$ cat src/rtl/clause_literal_fetcher.sv
// rtl/clause_literal_fetcher.sv - walks the clause table for each broken-clause candidate and packs its literals
//
// Purpose:
//   On start_i, latches the NSAT candidate variable addresses of the selected
//   broken clause. For each candidate it issues MCPV back-to-back slot reads
//   ({var, slot}) to the clause-table memory. It then packs the returned
//   (NSAT-1)*(LAW+1)-bit beats into one vector per candidate and pulses a
//   buffer write tagged with that candidate's index.
//
// Ports:
//   clk, reset          clock and synchronous active-high reset
//   start_i             start request, sampled only while idle
//   candidate_vars_i    NSAT packed variable addresses, candidate c at [c*LAW +: LAW]
//   mem_req_o           clause-table read strobe
//   mem_addr_o          read address {var, slot}
//   mem_data_i          read data, valid one cycle after mem_req_o
//   write_index_o       candidate index of the current buffer write
//   write_en_o          one-cycle buffer write strobe
//   literals_multi_o    assembled literals, slot s at [s*BW +: BW]
//   busy_o              walk in progress
//   done_o              one-cycle pulse alongside the final write_en_o

module clause_literal_fetcher #(
  parameter int NSAT = 3,
  parameter int LAW  = 11,
  parameter int MCPV = 20,
  localparam int SB   = (MCPV > 1) ? $clog2(MCPV) : 1,
  localparam int IW   = (NSAT > 1) ? $clog2(NSAT) : 1,
  localparam int BW   = (NSAT - 1) * (LAW + 1),
  localparam int VW   = MCPV * BW
) (
  input  logic                 clk,
  input  logic                 reset,
  input  logic                 start_i,
  input  logic [NSAT*LAW-1:0]  candidate_vars_i,
  output logic                 mem_req_o,
  output logic [LAW+SB-1:0]    mem_addr_o,
  input  logic [BW-1:0]        mem_data_i,
  output logic [IW-1:0]        write_index_o,
  output logic                 write_en_o,
  output logic [VW-1:0]        literals_multi_o,
  output logic                 busy_o,
  output logic                 done_o
);

  localparam logic [SB-1:0] S_LAST = SB'(MCPV - 1);
  localparam logic [IW-1:0] C_LAST = IW'(NSAT - 1);

  typedef enum logic [1:0] {
    IDLE  = 2'd0,
    FETCH = 2'd1,
    DRAIN = 2'd2,
    FLUSH = 2'd3
  } state_t;

  state_t              state_q;
  logic [NSAT*LAW-1:0] vars_q;
  logic [IW-1:0]       c_q;
  logic [SB-1:0]       s_q;

  // One-cycle tag pipe: describes the beat arriving on mem_data_i this cycle.
  logic                vld_q;
  logic [SB-1:0]       pslot_q;
  logic [IW-1:0]       pcand_q;

  logic [VW-1:0]       asm_q;
  logic [VW-1:0]       asm_d;
  logic [VW-1:0]       out_q;
  logic [IW-1:0]       idx_q;
  logic                we_q;
  logic                done_q;
  logic                busy_q;

  // Assembly register with the current beat merged in. The output register
  // loads from this on the last slot, so the final beat never has to pass
  // through asm_q first.
  always_comb begin
    asm_d = asm_q;
    asm_d[pslot_q*BW +: BW] = mem_data_i;
  end

  always_ff @(posedge clk) begin
    if (reset) begin
      state_q <= IDLE;
      vars_q  <= '0;
      c_q     <= '0;
      s_q     <= '0;
      vld_q   <= 1'b0;
      pslot_q <= '0;
      pcand_q <= '0;
      asm_q   <= '0;
      out_q   <= '0;
      idx_q   <= '0;
      we_q    <= 1'b0;
      done_q  <= 1'b0;
      busy_q  <= 1'b0;
    end else begin
      we_q    <= 1'b0;
      done_q  <= 1'b0;

      vld_q   <= (state_q == FETCH);
      pslot_q <= s_q;
      pcand_q <= c_q;

      if (vld_q) begin
        asm_q <= asm_d;
        if (pslot_q == S_LAST) begin
          out_q <= asm_d;
          idx_q <= pcand_q;
          we_q  <= 1'b1;
        end
      end

      case (state_q)
        IDLE: begin
          if (start_i) begin
            vars_q  <= candidate_vars_i;
            c_q     <= '0;
            s_q     <= '0;
            busy_q  <= 1'b1;
            state_q <= FETCH;
          end
        end
        FETCH: begin
          if (s_q == S_LAST) begin
            s_q <= '0;
            if (c_q == C_LAST) begin
              state_q <= DRAIN;
            end else begin
              c_q <= c_q + 1'b1;
            end
          end else begin
            s_q <= s_q + 1'b1;
          end
        end
        DRAIN: begin
          // The last beat lands this cycle; its write and done appear together next cycle.
          done_q  <= 1'b1;
          state_q <= FLUSH;
        end
        FLUSH: begin
          busy_q  <= 1'b0;
          state_q <= IDLE;
        end
        default: state_q <= IDLE;
      endcase
    end
  end

  assign mem_req_o        = (state_q == FETCH);
  assign mem_addr_o       = mem_req_o ? {vars_q[c_q*LAW +: LAW], s_q} : '0;
  assign write_index_o    = idx_q;
  assign write_en_o       = we_q;
  assign literals_multi_o = out_q;
  assign busy_o           = busy_q;
  assign done_o           = done_q;

endmodule
$ cat config.mk
export PLATFORM = sky130hd
export DESIGN_NAME = clause_literal_fetcher
export DESIGN_NICKNAME = d
export VERILOG_FILES = /design/src/rtl/clause_literal_fetcher.sv
export SDC_FILE = /design/constraint.sdc
export NUM_CORES = 2
export LEC_CHECK = 0
export BUFFER_PORTS_ARGS = -buffer_cell sky130_fd_sc_hd__buf_2
export CAP_MARGIN = 10
export CORE_MARGIN = 3
export CORE_UTILIZATION = 40
export DETAILED_ROUTE_END_ITERATION = 6
export PLACE_DENSITY = 0.58
export SLEW_MARGIN = 30
export SYNTH_ARGS = -nofsm -noshare
export SYNTH_HDL_FRONTEND = slang
export SYNTH_SLANG_ARGS = --single-unit
$ cat constraint.sdc
create_clock -name clk -period 5.5 [get_ports clk]
set_input_delay 0.55 -clock clk [delete_from_list [all_inputs] [get_ports clk]]
set_output_delay 0.55 -clock clk [all_outputs]
set_load 0.01 [all_outputs]
==> key figures <==
Clock tree
  • CTS tree: built
  • Clock Latency Late Sink: 710 ps
  • CTS Hold Buffers Added: 0
  • H-tree levels: 3
  • Clock slew seen by the registers of the worst setup and hold paths: ~60 ps
  • Root buffer cell: clkbuf_16
  • Post-CTS Setup Bufs: 0
  • Clock tree sinks: 1015
  • Total CTS buffers: ~110
  • # resized after CTS: 0
  • Clock buffer depth: 3

STA
  • Final WS setup: roughly 550 ps
  • Period minus WS final: about 4900 ps
  • Tcrit/Tclk final: between 80% and 90%
  • Fmax: around 200 MHz
  • Final hold vios: 0
  • Worst slew margin relative to its limit: 30.7%
  • Setup Viol. Count Final: 0
  • Clock skew: approximately 25 ps
  • Worst-Margin Slew: 1030 ps
  • RSZ-0062 raised after global routing: no
  • Fin. max-slew vios: 0
  • Setup TNS: 0 ps

Synthesis
  • Sequential area share after synthesis: a little under half
  • Mux contribution to synthesized area: around 4.3%
  • Yosys top cell by area: dfxtp_1
  • Largest family of logic cells by synthesized area: compound AO/OA/AOI/OAI gates
  • Synth Area in Compound Gates: a little under a quarter
  • Post-synth EDFFs: 0
  • Synth Flop Type: dfxtp_1
  • XOR/XNOR Fraction of Synth Area: 0.201%
  • Area contributors post-synth: dfxtp_1 (47%), nand2_1 (6.4%), nor2_1 (5.7%), a21oi_1 (5.5%), a211oi_1 (5.4%)
  • Mapped Area: 43000 µm²
  • Syn nets: a little over 5000
  • Simple-gate share of the synthesized area: between 10% and 20%
  • Average cell area after synthesis: 8.42 µm²
  • FF+latch count, synth: between 1000 and 1500
  • Area share of the leading cell type in the synthesized netlist: a little under half
  • Async SR Flop Fraction: 0%
  • Adder-Cell Fraction of Synth Area: 0.483%
  • Yosys cell types: 91
  • Synth warn: 0
  • Cells after Synth: between 5000 and 6000

Final layout
  • Layout Nets: between 5000 and 6000
  • Layout cells sized above 1: 18.4%
  • Post-layout util: a little under half
  • Area occupied by registers: just over 20000 µm²
  • Multi-input gate area: roughly 21000 µm²
  • Commonest non-fill, non-tap cell in the layout: dfxtp_1
  • Area grow syn2layout: 17.7%
  • Most frequent cells in the layout: dfxtp_1 (1013), nand2_1 (727), nor2_1 (647)
  • Filler Cells Inserted: slightly above 10000

Setup path
  • Kind of critical path: reg -> reg
  • Worst r2r dst: asm_q[216]
  • R2R cell count: 13
  • R2r setup slk: 550 ps
  • Data required, critical path: 6070 ps
  • Setup crit end kind: register
  • Crit start category: register
  • Critical R2R Launch: pslot_q[1]
  • Arr. time, crit path: between 5000 and 6000 ps
  • Worst-path maximum fanout: 12

GRT
  • Initial antenna violation count: 5
  • Largest net degree at the start of global routing: 216
  • GR Overflow Total: 0
  • Gr usage total: a little over a quarter
  • First-pass GRT wire length: around 240000 µm
  • Number of global-route vias before repair: approximately 36000

Min path
  • WHS Endpoint: vars_q[3]
  • Worst hold path depth: 3
  • Hold_sp: candidate_vars_i[3]
  • Min-delay worst type: in -> reg

Route
  • Vias per std cell: 5.71
  • First-pass iteration count of the detailed router: 6
  • 1st-iter DRT viols: 3589
  • Avg WL per Cell: around 23 µm
  • Residual DRC: 0
  • Total Wirelength: around 160000 µm
  • Final ANT Viol Nets: 0
  • Via Count: about 40000

Die
  • Row cnt: around 120
  • I/O Pins: 562
  • Die Span X: between 300 and 400 µm
  • Placeable Area: approximately 110000 µm²
  • Die height: ~330 µm
  • Die area: between 100000 and 150000 µm²
  • Effective utilization at floorplan: about two fifths

Outcome
  • Status: completed

Placement
  • Port Buffers: 561
  • DP Wirelength: ~110000 µm
  • Pre-CTS setup slack: about 650 ps
  • GP Congestion: between 0.9 and 1

Pwr
  • Leakage: 0.0188 µW
  • PwrDens: roughly 350 nW/µm²
  • Max IR drop VDD: between 200 and 300 µV

Job
  • MaxCap Viol Count: 0
registers in the layout, indices dropped and copies added (netlist names), 2 cells and up:
register          cells
c_q                   2
literals_multi_o    480
state_q               2
asm_q               480
pcand_q               2
pslot_q               5
vars_q               33
s_q                   5
write_index_o         2
area by class of cell:
class,instances,area share (%)
Multi-Input combinational cell,3585,41.0
Sequential cell,1015,40.1
Timing Repair Buffer,700,7.79
Clock buffer,155,6.08
Tap cell,1391,3.44
Clock inverter,42,1.26
Inverter,31,0.240
Antenna cell,6,0.0297
kinds of logic (layout without fill, tap and decap cells):
group,after synthesis,after routing
adders and majority gates,16,16
other,0,6
and+or+nand+nor,1897,1897
xor gates and xnor gates,9,9
AOI/OAI and AO/OA,1478,1478
muxes,185,185
DFF,1015,1015
buffers and inverters,507,928
worst max-delay path, cell delays in order (launching register included):
cell and delay (ps):
dfxtp_1 360, ha_1 280, fa_1 460, a211o_1 340, and3_4 220, nor2_4 240, nor2b_1 80, ha_1 350
inv_1 260, o211ai_1 290, or4_1 820, nor2_1 780, mux2i_1 260, nor2_1 50
report_power, final:
| group | internal (µW) | switching [µW] |
|---|---|---|
| registers | 7470 | 107 |
| logic | 637 | 2020 |
| clock network | 4510 | 3130 |
| total | 12600 | 5260 |
how the worst max path moves through the flow:
stage / endpoint / from / depth (start not counted) / slack, ps
5_1_grt: asm_q[217] / pslot_q[1] / 13 / 280
4_1_cts: asm_q[216] / pslot_q[1] / 13 / 640
2_1_floorplan: literals_multi_o[23] / pslot_q[2] / 21 / 480
3_3_place_gp: asm_q[217] / pslot_q[1] / 13 / 740
6_report: asm_q[216] / pslot_q[1] / 13 / 550
3_5_place_dp: asm_q[216] / pslot_q[1] / 13 / 650
cells in the mapped netlist, types with 11 or more instances:
cell / instances
dfxtp_1: 1015
nand2_1: 729
nor2_1: 649
a21oi_1: 469
clkbuf_1: 357
a211oi_1: 309
mux2i_1: 184
nand3_1: 174
o211ai_1: 162
o21ai_0: 131
a22oi_1: 93
nor3_1: 86
buf_2: 73
and2_1: 65
nor2b_1: 53
o221a_2: 48
a2111oi_0: 39
and3_1: 39
inv_1: 30
nand4_1: 28
a311oi_1: 26
o31ai_1: 26
buf_1: 22
o22ai_1: 22
a32oi_1: 19
a31oi_1: 16
ha_1: 15
and4_1: 14
o311ai_0: 13
buf_4: 12
a21o_1: 11
a311o_1: 11
routing by layer:
layer	wire (µm)	up-vias	GRT usage, %
li1	-	18943	-
met1	69000	18991	36.8
met2	72700	1338	43.5
met3	11600	241	5.73
met4	5910	2	9.50
met5	12	-	0
stage by stage:
| step | power [µW] | hold slack (ps) | cell area, µm² | instances |
|---|---|---|---|---|
| 2_1_floorplan | 9340 | 417 | 43000 | 5107 |
| 3_3_place_gp | 10300 | 419 | 46800 | 6720 |
| 3_5_place_dp | 10300 | 433 | 46900 | 6721 |
| 4_1_cts | 18000 | 20.6 | 50600 | 6918 |
| 5_1_grt | 18500 | 48.1 | 50600 | 6919 |
| 6_report | 17900 | 75.6 | 50600 | 6925 |
Power figures use the tool's default switching activity.
